**src/rtl/ifetch_refill_ctrl.sv**
```systemverilog
`default_nettype none
// +----------------------------------------------------------------------------+
// | Module   : ifetch_refill_ctrl                                              |
// | Purpose  : Two-slot instruction line tracker and refill sequencer. It       |
// |            reports whether both words of a fetch pair are resident. It      |
// |            requests missing 64B lines from local store and streams the      |
// |            returned 128-bit beats into the line buffer.                     |
// | Options  : IFETCH_PREFETCH_EN - when defined, an idle controller that sees  |
// |            line(pc) resident and line(pc)+1 absent prefetches line+1 into   |
// |            the other slot.                                                  |
// | Ports    : clk, rst_n          clock, async active-low reset                |
// |            i_fetch_req/pc      fetch pair request, word address             |
// |            i_redirect          flush pulse (withdraws an ungranted request) |
// |            o_fetch_hit/buf_idx pair resident / buffer index of fetch_pc     |
// |            o_ls_req/line, i_ls_gnt            LS request handshake          |
// |            i_ls_rvalid/rdata                  LS return beats               |
// |            o_buf_we/waddr/wdata               line buffer write port        |
// |            o_tag_valid         per-slot valid bits {slot1, slot0}           |
// | Revision : 1.0 - initial release                                            |
// +----------------------------------------------------------------------------+
module ifetch_refill_ctrl #(
   parameter int LINE_BEATS = 4,   // 128-bit beats per line, power of two >= 2
   parameter int LINE_AW    = 12   // line address width
) (
   input  logic                          clk,
   input  logic                          rst_n,
   input  logic                          i_fetch_req,
   input  logic [15:0]                   i_fetch_pc,
   input  logic                          i_redirect,
   output logic                          o_fetch_hit,
   output logic [4:0]                    o_fetch_buf_idx,
   output logic                          o_ls_req,
   output logic [LINE_AW-1:0]            o_ls_line,
   input  logic                          i_ls_gnt,
   input  logic                          i_ls_rvalid,
   input  logic [127:0]                  i_ls_rdata,
   output logic                          o_buf_we,
   output logic [$clog2(LINE_BEATS):0]   o_buf_waddr,
   output logic [127:0]                  o_buf_wdata,
   output logic [1:0]                    o_tag_valid
);

   localparam int BW = $clog2(LINE_BEATS);

   typedef enum logic [1:0] {
      S_IDLE = 2'd0,
      S_REQ  = 2'd1,
      S_FILL = 2'd2
   } state_t;

   state_t              r_state;
   state_t              w_state_nxt;
   logic [BW-1:0]       r_beat;
   logic                r_lru;        // slot to evict when neither needed line is resident
   logic                r_victim;
   logic [LINE_AW-1:0]  r_ls_line;
   logic [1:0]          r_valid;
   logic [LINE_AW-1:0]  r_tag [2];

   // Lookup of the line holding fetch_pc and the line after it (wraps at top)
   logic [LINE_AW-1:0]  w_line0;
   logic [LINE_AW-1:0]  w_line1;
   logic                w_m0_s0, w_m0_s1, w_m1_s0, w_m1_s1;
   logic                w_res0, w_res1, w_slot0, w_slot1;
   logic                w_straddle, w_need0, w_need1, w_demand, w_prefetch;
   logic                w_start, w_victim, w_last;
   logic [LINE_AW-1:0]  w_req_line;

   assign w_line0 = LINE_AW'(i_fetch_pc[15:4]);
   assign w_line1 = w_line0 + LINE_AW'(1);

   assign w_m0_s0 = r_valid[0] && (r_tag[0] == w_line0);
   assign w_m0_s1 = r_valid[1] && (r_tag[1] == w_line0);
   assign w_m1_s0 = r_valid[0] && (r_tag[0] == w_line1);
   assign w_m1_s1 = r_valid[1] && (r_tag[1] == w_line1);
   assign w_res0  = w_m0_s0 || w_m0_s1;
   assign w_res1  = w_m1_s0 || w_m1_s1;
   assign w_slot0 = w_m0_s1;
   assign w_slot1 = w_m1_s1;

   // Word 15 pairs with word 0 of the next line
   assign w_straddle = &i_fetch_pc[3:0];
   assign w_need0    = !w_res0;
   assign w_need1    = w_straddle && !w_res1;
   assign w_demand   = i_fetch_req && (w_need0 || w_need1);

   assign o_fetch_hit     = w_res0 && (!w_straddle || w_res1);
   assign o_fetch_buf_idx = {w_slot0, i_fetch_pc[3:0]};

`ifdef IFETCH_PREFETCH_EN
   assign w_prefetch = i_fetch_req && !w_demand && w_res0 && !w_res1;
`else
   assign w_prefetch = 1'b0;
`endif

   assign w_start = (r_state == S_IDLE) && (w_demand || w_prefetch);

   // The lower-addressed missing line goes first. The victim must never be
   // the slot holding the other half of the pair. Prefetch shares the
   // need0=0 path, so it targets the slot opposite line(pc).
   assign w_req_line = w_need0 ? w_line0 : w_line1;
   assign w_victim   = w_need0 ? ((w_straddle && w_res1) ? ~w_slot1 : r_lru)
                               : ~w_slot0;

   assign w_last = (r_beat == BW'(LINE_BEATS - 1));

   assign o_ls_line   = r_ls_line;
   assign o_tag_valid = r_valid;

   always_comb begin
      w_state_nxt = r_state;
      o_ls_req    = 1'b0;
      o_buf_we    = 1'b0;
      o_buf_waddr = '0;
      o_buf_wdata = '0;
      case (r_state)
         S_IDLE: begin
            if (w_start) w_state_nxt = S_REQ;
         end
         S_REQ: begin
            o_ls_req = 1'b1;
            // A grant in the same cycle as redirect still wins
            if (i_ls_gnt)        w_state_nxt = S_FILL;
            else if (i_redirect) w_state_nxt = S_IDLE;
         end
         S_FILL: begin
            // Beats pass straight through to the buffer; redirect cannot abort
            if (i_ls_rvalid) begin
               o_buf_we    = 1'b1;
               o_buf_waddr = {r_victim, r_beat};
               o_buf_wdata = i_ls_rdata;
               if (w_last) w_state_nxt = S_IDLE;
            end
         end
         default: w_state_nxt = S_IDLE;
      endcase
   end

   always_ff @(posedge clk or negedge rst_n) begin
      if (!rst_n) r_state <= S_IDLE;
      else        r_state <= w_state_nxt;
   end

   always_ff @(posedge clk or negedge rst_n) begin
      if (!rst_n) begin
         r_beat    <= '0;
         r_lru     <= 1'b0;
         r_victim  <= 1'b0;
         r_ls_line <= '0;
         r_valid   <= '0;
         r_tag[0]  <= '0;
         r_tag[1]  <= '0;
      end else begin
         if (i_fetch_req && o_fetch_hit) r_lru <= ~w_slot0;
         case (r_state)
            S_IDLE: begin
               if (w_start) begin
                  r_ls_line          <= w_req_line;
                  r_victim           <= w_victim;
                  r_valid[w_victim]  <= 1'b0;
               end
            end
            S_REQ: begin
               if (i_ls_gnt) r_beat <= '0;
            end
            S_FILL: begin
               if (i_ls_rvalid) begin
                  r_beat <= r_beat + BW'(1);
                  if (w_last) begin
                     r_tag[r_victim]   <= r_ls_line;
                     r_valid[r_victim] <= 1'b1;
                  end
               end
            end
            default: ;
         endcase
      end
   end

endmodule
`default_nettype wire

```
**config.mk**
```make
export PLATFORM = sky130hd
export DESIGN_NAME = ifetch_refill_ctrl
export DESIGN_NICKNAME = d
export VERILOG_FILES = /design/src/rtl/ifetch_refill_ctrl.sv
export SDC_FILE = /design/constraint.sdc
export NUM_CORES = 1
export LEC_CHECK = 0
export CAP_MARGIN = 20
export CORE_AREA = 2 2 119 121
export DETAILED_ROUTE_END_ITERATION = 10
export DIE_AREA = 0 0 121 123
export GPL_ROUTABILITY_DRIVEN = 0
export HOLD_SLACK_MARGIN = 0.03
export PLACE_DENSITY = 0.7
export SYNTH_ARGS = -nofsm -noshare
export SYNTH_HDL_FRONTEND = slang
export SYNTH_SLANG_ARGS = --single-unit
export TNS_END_PERCENT = 5
```
**constraint.sdc**
```tcl
create_clock -name clk -period 2.73 [get_ports clk]
set_input_delay 0.4095 -clock clk [delete_from_list [all_inputs] [get_ports clk]]
set_output_delay 0.4095 -clock clk [all_outputs]
set_load 0.005 [all_outputs]
```
==> flow_metrics.tcl <==
set metrics [dict create \
    antenna_found_initial 7 \
    fmax_mhz 371 \
    multiInputGateArea_mm2 0.00262 \
    max-cap-violations 0 \
    synthMuxAreaShare 0.118 \
    die_w_um 121 \
    ant_nets 0 \
    gr-usage-all-layers 0.277 \
    syn_nets 587 \
    fillers 1171 \
    endpoint_kind "primary output" \
    synth_top_family_by_area "simple AND/OR/NAND/NOR gates" \
    final_util 0.572 \
    cts_made_buffers 5 \
    async_reset_ff_frac 1.00 \
    dr.pass1.iters 5 \
    fin_crit_ns 2.69 \
    ir_drop_mv 0.361 \
    critPathSlowestCell "xnor2_1" \
    cts_root_buf "clkbuf_16" \
    synthCells 435 \
    grt_start_max_net_pins 132 \
    status "completed" \
    path_clk_slew_ns 0.06 \
    drc_errors 0 \
    synth_area_leaders "dfrtp_1 29%, and3_1 22%, mux2_2 9.2%" \
    hold_buffers 0 \
    tns_ns 0 \
    boundaryPins 303 \
    fin_crit_sh 0.987 \
    yosysTopAreaCell "dfrtp_1" \
    finalSetupViolations 0 \
    via_count 4792 \
    overflow 0 \
    die_area_mm2 0.0149 \
    crit_family "buffers and inverters" \
    use_met1 0.303 \
    met3_usage 0.0886 \
    syn_to_final_growth_pct 105 \
    grt_pass1_wl_um 30700 \
    synthAdderAreaFrac 0.00658 \
    numPortBuffers 302 \
    die_height_um 123 \
    synth_warnings 0 \
    slew_viol_final 0 \
    dp_hpwl_um 17100 \
    ys_seq_area_frac 0.290 \
    fin_nets 920 \
    h-tree-depth 2 \
    max_slew_margin 0.622 \
    p_per_area_mw_per_mm2 495 \
    grt_use_met2 0.509 \
    yosysTopAreaCellShare 0.290 \
    finalHoldViolations 0 \
    register_area_mm2 0.00110 \
    drt_iter0_markers 297 \
    clk_latency_ns 0.29 \
    core_area_mm2 0.0136 \
    synth_compound_area_frac 0.0638 \
    worstMarginPinSlew_ns 0.567 \
    critPathMaxStageDelay_ns 0.32 \
    rows 43 \
    crit_fanout 3 \
    worst_hold_path_type "input pin to asynchronous set/reset pin" \
    cp.arrival_ns 2.28 \
    synth-edff-count 0 \
    synth_area_mm2 0.00380 \
    start_util 0.279 \
    cts_tree "built" \
    synth-simple-area-share 0.342 \
    synth.distinct_cells 54 \
    synthTopCellsByCount "132 x and3_1, 44 x dfrtp_1, 34 x xnor2_1" \
    wire_per_inst_um 22.0 \
    fin_worst_skew_ns 0.00270 \
    syn-mean-instance-area_um2 8.74 \
    crit_buf_inv 4 \
    clockBufferDepth 2 \
    grt_pass1_vias 5051 \
    wl_um 21100 \
    synthXorXnorAreaFrac 0.112 \
    criticalPathCategory "input pin to primary output" \
    dominantRegCellSynth "dfrtp_1" \
    routed_via_density 5.01 \
    start_kind "input pin" \
    busiest_layer "met2" \
    drive_gt1_frac 0.208 \
    ys_ff_latch 44 \
    clock-sinks 44 \
    crit_required_ns 2.32 \
    synth_most_common_cell "and3_1" \
    leakagePower_nw 3.58 \
    critical_path.cell_chain "dlygate4sd2_1, buf_4, xnor2_1, nor4b_2, nand3_1, nor3_2, buf_4, dlygate4sd2_1" \
]
where the power goes:
group	switching, mW	internal, mW	total, mW
Combinational	0.921	1.32	2.25
Clock	0.248	0.361	0.609
Sequential	0.184	0.813	0.997
Total	1.35	2.50	3.85
final timing paths:
path	startpoint	end	slack [ns]	cells past startpoint
max	i_fetch_pc[10]	o_fetch_buf_idx[4]	0.04	8
min	rst_n	r_tag[10]$_DFFE_PN0P_	0.11	1
max reg2reg	r_tag[21]$_DFFE_PN0P_	o_ls_line[11]$_DFFE_PN0P_	0.18	10
min reg2reg	r_lru$_DFFE_PN0P_	r_lru$_DFFE_PN0P_	0.52	1
max in group asynchronous	rst_n	o_ls_line[7]$_DFFE_PN0P_	1.94	2
min in group clk	r_lru$_DFFE_PN0P_	r_lru$_DFFE_PN0P_	0.52	1
worst register-to-register path, delay by kind of cell (launching register included):
family / cells / cell delay (ns)
buffers and inverters: 4 / 0.58
and+or+nand+nor: 1 / 0.47
DFF: 1 / 0.41
AOI/OAI and AO/OA: 2 / 0.40
xor gates and xnor gates: 2 / 0.30
muxes: 1 / 0.30
area by class of cell:
type | count | share of cell area
well taps | 180 | 0.0289
multi-input cells | 334 | 0.337
repair buffers | 375 | 0.467
diodes | 7 | 0.00225
flip-flops and latches | 44 | 0.142
clock inverters | 2 | 0.00129
clock buffers | 6 | 0.0178
inverters | 8 | 0.00386
flip-flops by register name, summed over array words and instances (netlist names):
name         flops
r_lru            1
r_beat           2
o_tag_valid      2
r_victim         1
r_tag           24
r_state          2
o_ls_line       12
layer usage:
metal / part of all wire / vias up
met1: 0.37 / 2284
met5: 0 / -
met4: 0.027 / 0
met2: 0.51 / 254
met3: 0.092 / 29
li1: - / 2225
through the flow:
stage          hold slack [ns]  total power, mW  setup slack (ns)  area, um^2  std cells
2_1_floorplan            0.114             1.83           0.00839        3800        435
6_report                 0.107             3.85            0.0368        7780        956
5_1_grt                  0.153             4.08           -0.0295        7780        956
4_1_cts                  0.125             3.83         -0.000856        7720        950
3_3_place_gp             0.414             3.10            -0.667        7410        937
3_5_place_dp             0.433             3.14            -0.764        7410        937
layout by cell type (no fill, tap or decap), types with 3 or more instances in the layout:
cell type,instances
nor3_2,4
nand3_1,12
nor2_1,9
nand2_1,20
xnor2_1,26
a21oi_1,6
dfrtp_1,43
inv_1,8
clkdlybuf4s50_1,288
dlygate4sd2_1,6
nand2b_1,3
clkbuf_16,5
nand4_1,7
mux2_2,31
and3_1,131
buf_6,4
xnor2_2,8
nor4_1,3
buf_12,7
diode_2,7
xor2_1,10
o21ai_0,4
buf_2,3
nor3b_1,3
mux2_4,6
buf_4,64
repair_timing:
action,CTS,global route
resized for setup,44,23
cloned,0,0
pin swaps,9,6
setup endpoints to repair,18,19
buffers inserted,5,0
logic make-up (layout without fill, tap and decap cells):
group                      Yosys count  after routing
other                                0              7
adders and majority gates            2              2
muxes                               38             38
AOI/OAI and AO/OA                   30             30
xor gates and xnor gates            47             47
buffers and inverters               57            391
and+or+nand+nor                    217            217
DFF                                 44             44
Note: power is estimated with default switching activity, not from simulation.
